===== src/rtl/drag_tree_sequencer.sv =====
// Drag-race christmas-tree sequencer: dark stage, amber countdown (sequential or pro),
// green launch, per-lane foul detection and millisecond reaction-time capture.
module drag_tree_sequencer #(
  parameter int CLK_HZ    = 50_000_000,
  parameter int LANES     = 2,
  parameter int NUM_AMBER = 3,
  parameter int STAGE_MS  = 1000,
  parameter int AMBER_MS  = 500
) (
  input  logic                   Clock,
  input  logic                   Reset,
  input  logic                   En,
  input  logic                   ProMode,
  input  logic [LANES-1:0]       Launch,
  output logic [NUM_AMBER-1:0]   Amber,
  output logic [LANES-1:0]       G,
  output logic [LANES-1:0]       R,
  output logic [16*LANES-1:0]    Rt,
  output logic [LANES-1:0]       RtValid,
  output logic                   Done
);

  localparam int          CYC        = CLK_HZ / 1000;
  localparam int          PRE_W      = (CYC > 1) ? $clog2(CYC) : 1;
  localparam logic [31:0] STAGE_LAST = 32'(STAGE_MS - 1);
  localparam logic [31:0] AMBER_LAST = 32'(AMBER_MS - 1);
  localparam logic [31:0] RT_MAX     = 32'h0000_FFFF;

  typedef enum logic [1:0] {
    S_IDLE  = 2'd0,
    S_STAGE = 2'd1,
    S_AMBER = 2'd2,
    S_GREEN = 2'd3
  } state_t;

  state_t           state_r;
  logic [PRE_W-1:0] pre_r;
  logic [31:0]      ms_r;
  logic             pro_r;
  logic             tick_s;
  logic [LANES-1:0] foul_s;
  logic [LANES-1:0] hit_s;
  logic             done_s;

  // Millisecond tick, per-lane foul/capture qualification and race-complete flag.
  always_comb begin
    tick_s = (pre_r == PRE_W'(CYC - 1));
    if ((state_r == S_STAGE) || (state_r == S_AMBER)) begin
      foul_s = Launch;
    end else begin
      foul_s = {LANES{1'b0}};
    end
    if (state_r == S_GREEN) begin
      hit_s = Launch & ~R & ~RtValid;
    end else begin
      hit_s = {LANES{1'b0}};
    end
    if (state_r == S_IDLE) begin
      done_s = 1'b0;
    end else begin
      done_s = &(R | RtValid);
    end
  end

  assign Done = done_s;

  // Race sequencer: ms_r counts whole ms within STAGE/AMBER and doubles as the reaction timer in GREEN.
  always_ff @(posedge Clock or posedge Reset) begin
    if (Reset) begin
      state_r <= S_IDLE;
      pre_r   <= {PRE_W{1'b0}};
      ms_r    <= 32'd0;
      pro_r   <= 1'b0;
      Amber   <= {NUM_AMBER{1'b0}};
      G       <= {LANES{1'b0}};
      R       <= {LANES{1'b0}};
      Rt      <= {(16*LANES){1'b0}};
      RtValid <= {LANES{1'b0}};
    end else begin
      R <= R | foul_s;
      for (int i = 0; i < LANES; i++) begin
        if (hit_s[i]) begin
          Rt[16*i +: 16] <= ms_r[15:0];
          RtValid[i]     <= 1'b1;
        end
      end
      pre_r <= tick_s ? {PRE_W{1'b0}} : pre_r + PRE_W'(1);

      case (state_r)
        S_IDLE: begin
          pre_r <= {PRE_W{1'b0}};
          ms_r  <= 32'd0;
          Amber <= {NUM_AMBER{1'b0}};
          G     <= {LANES{1'b0}};
          if (En) begin
            state_r <= S_STAGE;
            pro_r   <= ProMode;
            R       <= {LANES{1'b0}};
            Rt      <= {(16*LANES){1'b0}};
            RtValid <= {LANES{1'b0}};
          end
        end

        S_STAGE: begin
          if (!En) begin
            state_r <= S_IDLE;
            ms_r    <= 32'd0;
            Amber   <= {NUM_AMBER{1'b0}};
            G       <= {LANES{1'b0}};
          end else if (tick_s) begin
            if (ms_r == STAGE_LAST) begin
              state_r <= S_AMBER;
              ms_r    <= 32'd0;
              Amber   <= pro_r ? {NUM_AMBER{1'b1}} : NUM_AMBER'(1);
            end else begin
              ms_r <= ms_r + 32'd1;
            end
          end
        end

        S_AMBER: begin
          if (!En) begin
            state_r <= S_IDLE;
            ms_r    <= 32'd0;
            Amber   <= {NUM_AMBER{1'b0}};
            G       <= {LANES{1'b0}};
          end else if (tick_s) begin
            if (ms_r == AMBER_LAST) begin
              ms_r <= 32'd0;
              // A launch in this final amber cycle is a foul, so it must already mask green.
              if (pro_r || Amber[NUM_AMBER-1]) begin
                state_r <= S_GREEN;
                Amber   <= {NUM_AMBER{1'b0}};
                G       <= ~(R | foul_s);
              end else begin
                Amber <= Amber << 1;
              end
            end else begin
              ms_r <= ms_r + 32'd1;
            end
          end
        end

        S_GREEN: begin
          if (!En) begin
            state_r <= S_IDLE;
            ms_r    <= 32'd0;
            Amber   <= {NUM_AMBER{1'b0}};
            G       <= {LANES{1'b0}};
          end else if (tick_s && (ms_r < RT_MAX)) begin
            ms_r <= ms_r + 32'd1;
          end
        end

        default: begin
          state_r <= S_IDLE;
          ms_r    <= 32'd0;
          Amber   <= {NUM_AMBER{1'b0}};
          G       <= {LANES{1'b0}};
        end
      endcase
    end
  end

endmodule


===== config.mk =====
export PLATFORM = sky130hd
export DESIGN_NAME = drag_tree_sequencer
export DESIGN_NICKNAME = d
export VERILOG_FILES = /design/src/rtl/drag_tree_sequencer.sv
export SDC_FILE = /design/constraint.sdc
export NUM_CORES = 1
export LEC_CHECK = 0
export BUFFER_PORTS_ARGS = -buffer_cell sky130_fd_sc_hd__clkbuf_2
export CAP_MARGIN = 20
export CELL_PAD_IN_SITES_DETAIL_PLACEMENT = 2
export CELL_PAD_IN_SITES_GLOBAL_PLACEMENT = 2
export CORE_MARGIN = 3
export CORE_UTILIZATION = 37
export CTS_CLUSTER_SIZE = 25
export DETAILED_ROUTE_END_ITERATION = 16
export PLACE_DENSITY = 0.78
export SYNTH_ARGS = -nofsm -noshare
export SYNTH_HDL_FRONTEND = slang
export SYNTH_SLANG_ARGS = --single-unit

===== constraint.sdc =====
create_clock -name Clock -period 3.9 [get_ports Clock]
set_input_delay 0.78 -clock Clock [delete_from_list [all_inputs] [get_ports Clock]]
set_output_delay 0.78 -clock Clock [all_outputs]
set_load 0.01 [all_outputs]

==> results.ini <==
[timing]
fin_skew_ps=11.90
period_share_pct=78.73
setup_ws_ps=829.5
rsz0062_at_grt=false
hold_viol=0
drv_slew=0
period_needed_ps=3071
tightest_slew_ps=830.9
fin_setup_tns_ps=0
relSlewSlack_pct=44.18
setup_violations=0
clock.fmax_mhz=325.7
holdWs_ps=339.0

[critical_path]
start_kind=register
reg2reg_from=state_r[0]
cp_top_family=compound AO/OA/AOI/OAI gates
slowest_delay_ps=460
crit_fanout=12
crit_arrival_ps=3310
path_buf_inv=1
crit_start=state_r[0]
worstPathRequired_ps=4130
end_kind=register
crit_chain=inv_1 -> ha_1 -> o21ai_0 -> a41o_1 -> and2_0 -> a21o_2 -> nand2_1 -> o311ai_0
critPathKind=register to register
rrSetupSlack_ps=830
r2r.worst_path.cells=8
r2r_end=ms_r[8]
cp-endpoint=ms_r[8]
path_depth=8
critPathSlowestCell=o21ai_0

[logic_synthesis]
synthCells=506
ys_async_sr_fraction_pct=100.0
yosysWarnings=0
synth_xor_area_share_pct=3.023
yosys.area_share.simple_pct=24.48
ys_seq_area_share_pct=49.66
synth_cell_types=62
synth_edf_count=0
syn_nets=519
yosys.area_share.adder_pct=1.889
synth_mux_area_share_pct=0.7018
synth_top_family_by_area=simple AND/OR/NAND/NOR gates
synth_flop_cell=dfrtp_1
syn_area_mm2=0.004636
synth_compound_area_share_pct=16.03
ys_seq_elements=92
avgSynthCellArea_um2=9.161

[drt]
route.vias.total=3926
wirelength_um=13190
routedWlPerCell_um=18.57
first_pass_iters=4
detail_route.iter0.violations=174
viasPerCell=5.530
antenna_left=0
remaining_drc_errors=0

[floorplan]
initial_utilization_pct=38.27
io_pins=48
placementRows=40
die_height_um=117.9
coreArea_mm2=0.01211
die_w_um=117.9
die_area_mm2=0.01391

[clock_network]
cts_root_buf=clkbuf_16
cts_buffers=9
cts_sinks=92
cts_tree=yes
cts.clk_slew.worst_paths_ps=70
holdBufCountCts=0
post_cts.repair.setup_buffers=0
cts_resized=0
clock_latency_ps=360
htree_levels=3
clk_path_buf_depth=2

[global_route]
overflow=0
grt_pass1_wl_um=22690
grt_pass1_vias=4333
grt_start_max_net_pins=40
track_usage_pct=20.07
grt_antenna_before_repair=0

[placement]
hpwl_um=9393
placed_area_mm2=0.004959
gp_congestion=0.7774
numPortBuffers=47
place_ws_ps=851.4

[power_and_ir_drop]
ir_drop_mv=0.2038
power.leakage_nw=2.336
p_per_area_mw_per_mm2=505.4

[layout]
final_cell_mix=nand2_1, dfrtp_1, nor2_1
nets=550
n_antenna_cell=0
synthToLayoutAreaGrowth_pct=13.41
drive_above_1_share_pct=17.53
final_common_cell=nand2_1
fin_area_mm2=0.005258

[outcome]
status=completed

[job]
drv_cap=0

[min_path]
hp-class=input pin to async pin

power by group:
group	leakage (nW)	switching [mW]	total, mW	internal, mW
combinational	0.918	0.456	0.671	0.215
clock	0.146	0.400	0.901	0.500
sequential	1.27	0.0669	1.09	1.02
area by class of cell:
class | instances | area (µm²)
clock buffers | 9 | 225.2
inverters | 11 | 42.54
flip-flops and latches | 92 | 2302
fillers | 1361 | 6854
multi-input cells | 372 | 2138
repair buffers | 51 | 265.3
clock inverters | 7 | 73.82
well taps | 168 | 210.2
worst min path at each step:
| stage | slack [ps] | from | to | cells past startpoint |
|---|---|---|---|---|
| after floorplan | 460 | pre_r[0] | pre_r[0] | 1 |
| after global placement | 470 | pre_r[0] | pre_r[0] | 1 |
| after detailed placement | 480 | G[1] | G[1] | 1 |
| final | 340 | Reset | Rt[4] | 2 |
| after CTS | 340 | Reset | Rt[3] | 2 |
| after global routing | 370 | Reset | ms_r[1] | 2 |
logic make-up (layout without fill, tap and decap cells):
family | after synthesis | count (layout)
buffers and inverters | 42 | 78
adder cells (fa/ha/maj) | 7 | 7
flip-flops | 92 | 92
multiplexers | 3 | 3
AND/OR/NAND/NOR | 240 | 240
AO/OA/AOI/OAI | 106 | 106
XOR/XNOR | 16 | 16
sequential cells by signal (all words and copies together) (netlist names):
signal,cells
pro_r,1
Rt,32
pre_r,16
ms_r,32
RtValid,2
Amber,3
G,2
state_r,2
R,2
Yosys cell counts, types with 5 or more instances:
library cell | count | share of area [%]
dfrtp_1 | 92 | 50
xor2_1 | 12 | 2.3
or3_1 | 6 | 0.81
ha_1 | 7 | 1.9
nor3_1 | 6 | 0.65
a21oi_1 | 41 | 4.4
o31ai_1 | 7 | 1.1
nand4_1 | 8 | 1.1
a21o_2 | 5 | 0.94
a22o_1 | 7 | 1.3
inv_1 | 11 | 0.89
clkbuf_1 | 19 | 1.5
and3_1 | 8 | 1.1
nor4_1 | 6 | 0.81
nand2_1 | 99 | 8.0
nand3_1 | 26 | 2.8
nor2_1 | 50 | 4.0
o21ai_0 | 10 | 1.1
metrics by stage:
stage	utilization, %	std cells	total power [mW]
3_5_place_dp	40.94	694	1.776
4_1_cts	43.41	710	2.689
3_3_place_gp	40.94	694	1.740
6_report	43.41	710	2.657
5_1_grt	43.41	710	2.810
2_1_floorplan	-	506	1.582
per-layer routing:
metal  vias to the layer above  GRT usage [%]  wire, µm
li1                       1829              -         -
met1                      2021          25.47      5902
met2                        56          34.28      6634
met3                        20          3.508       392
met4                         0          7.473       258
met5                         -              0         0
(Power assumes the default switching activity.)
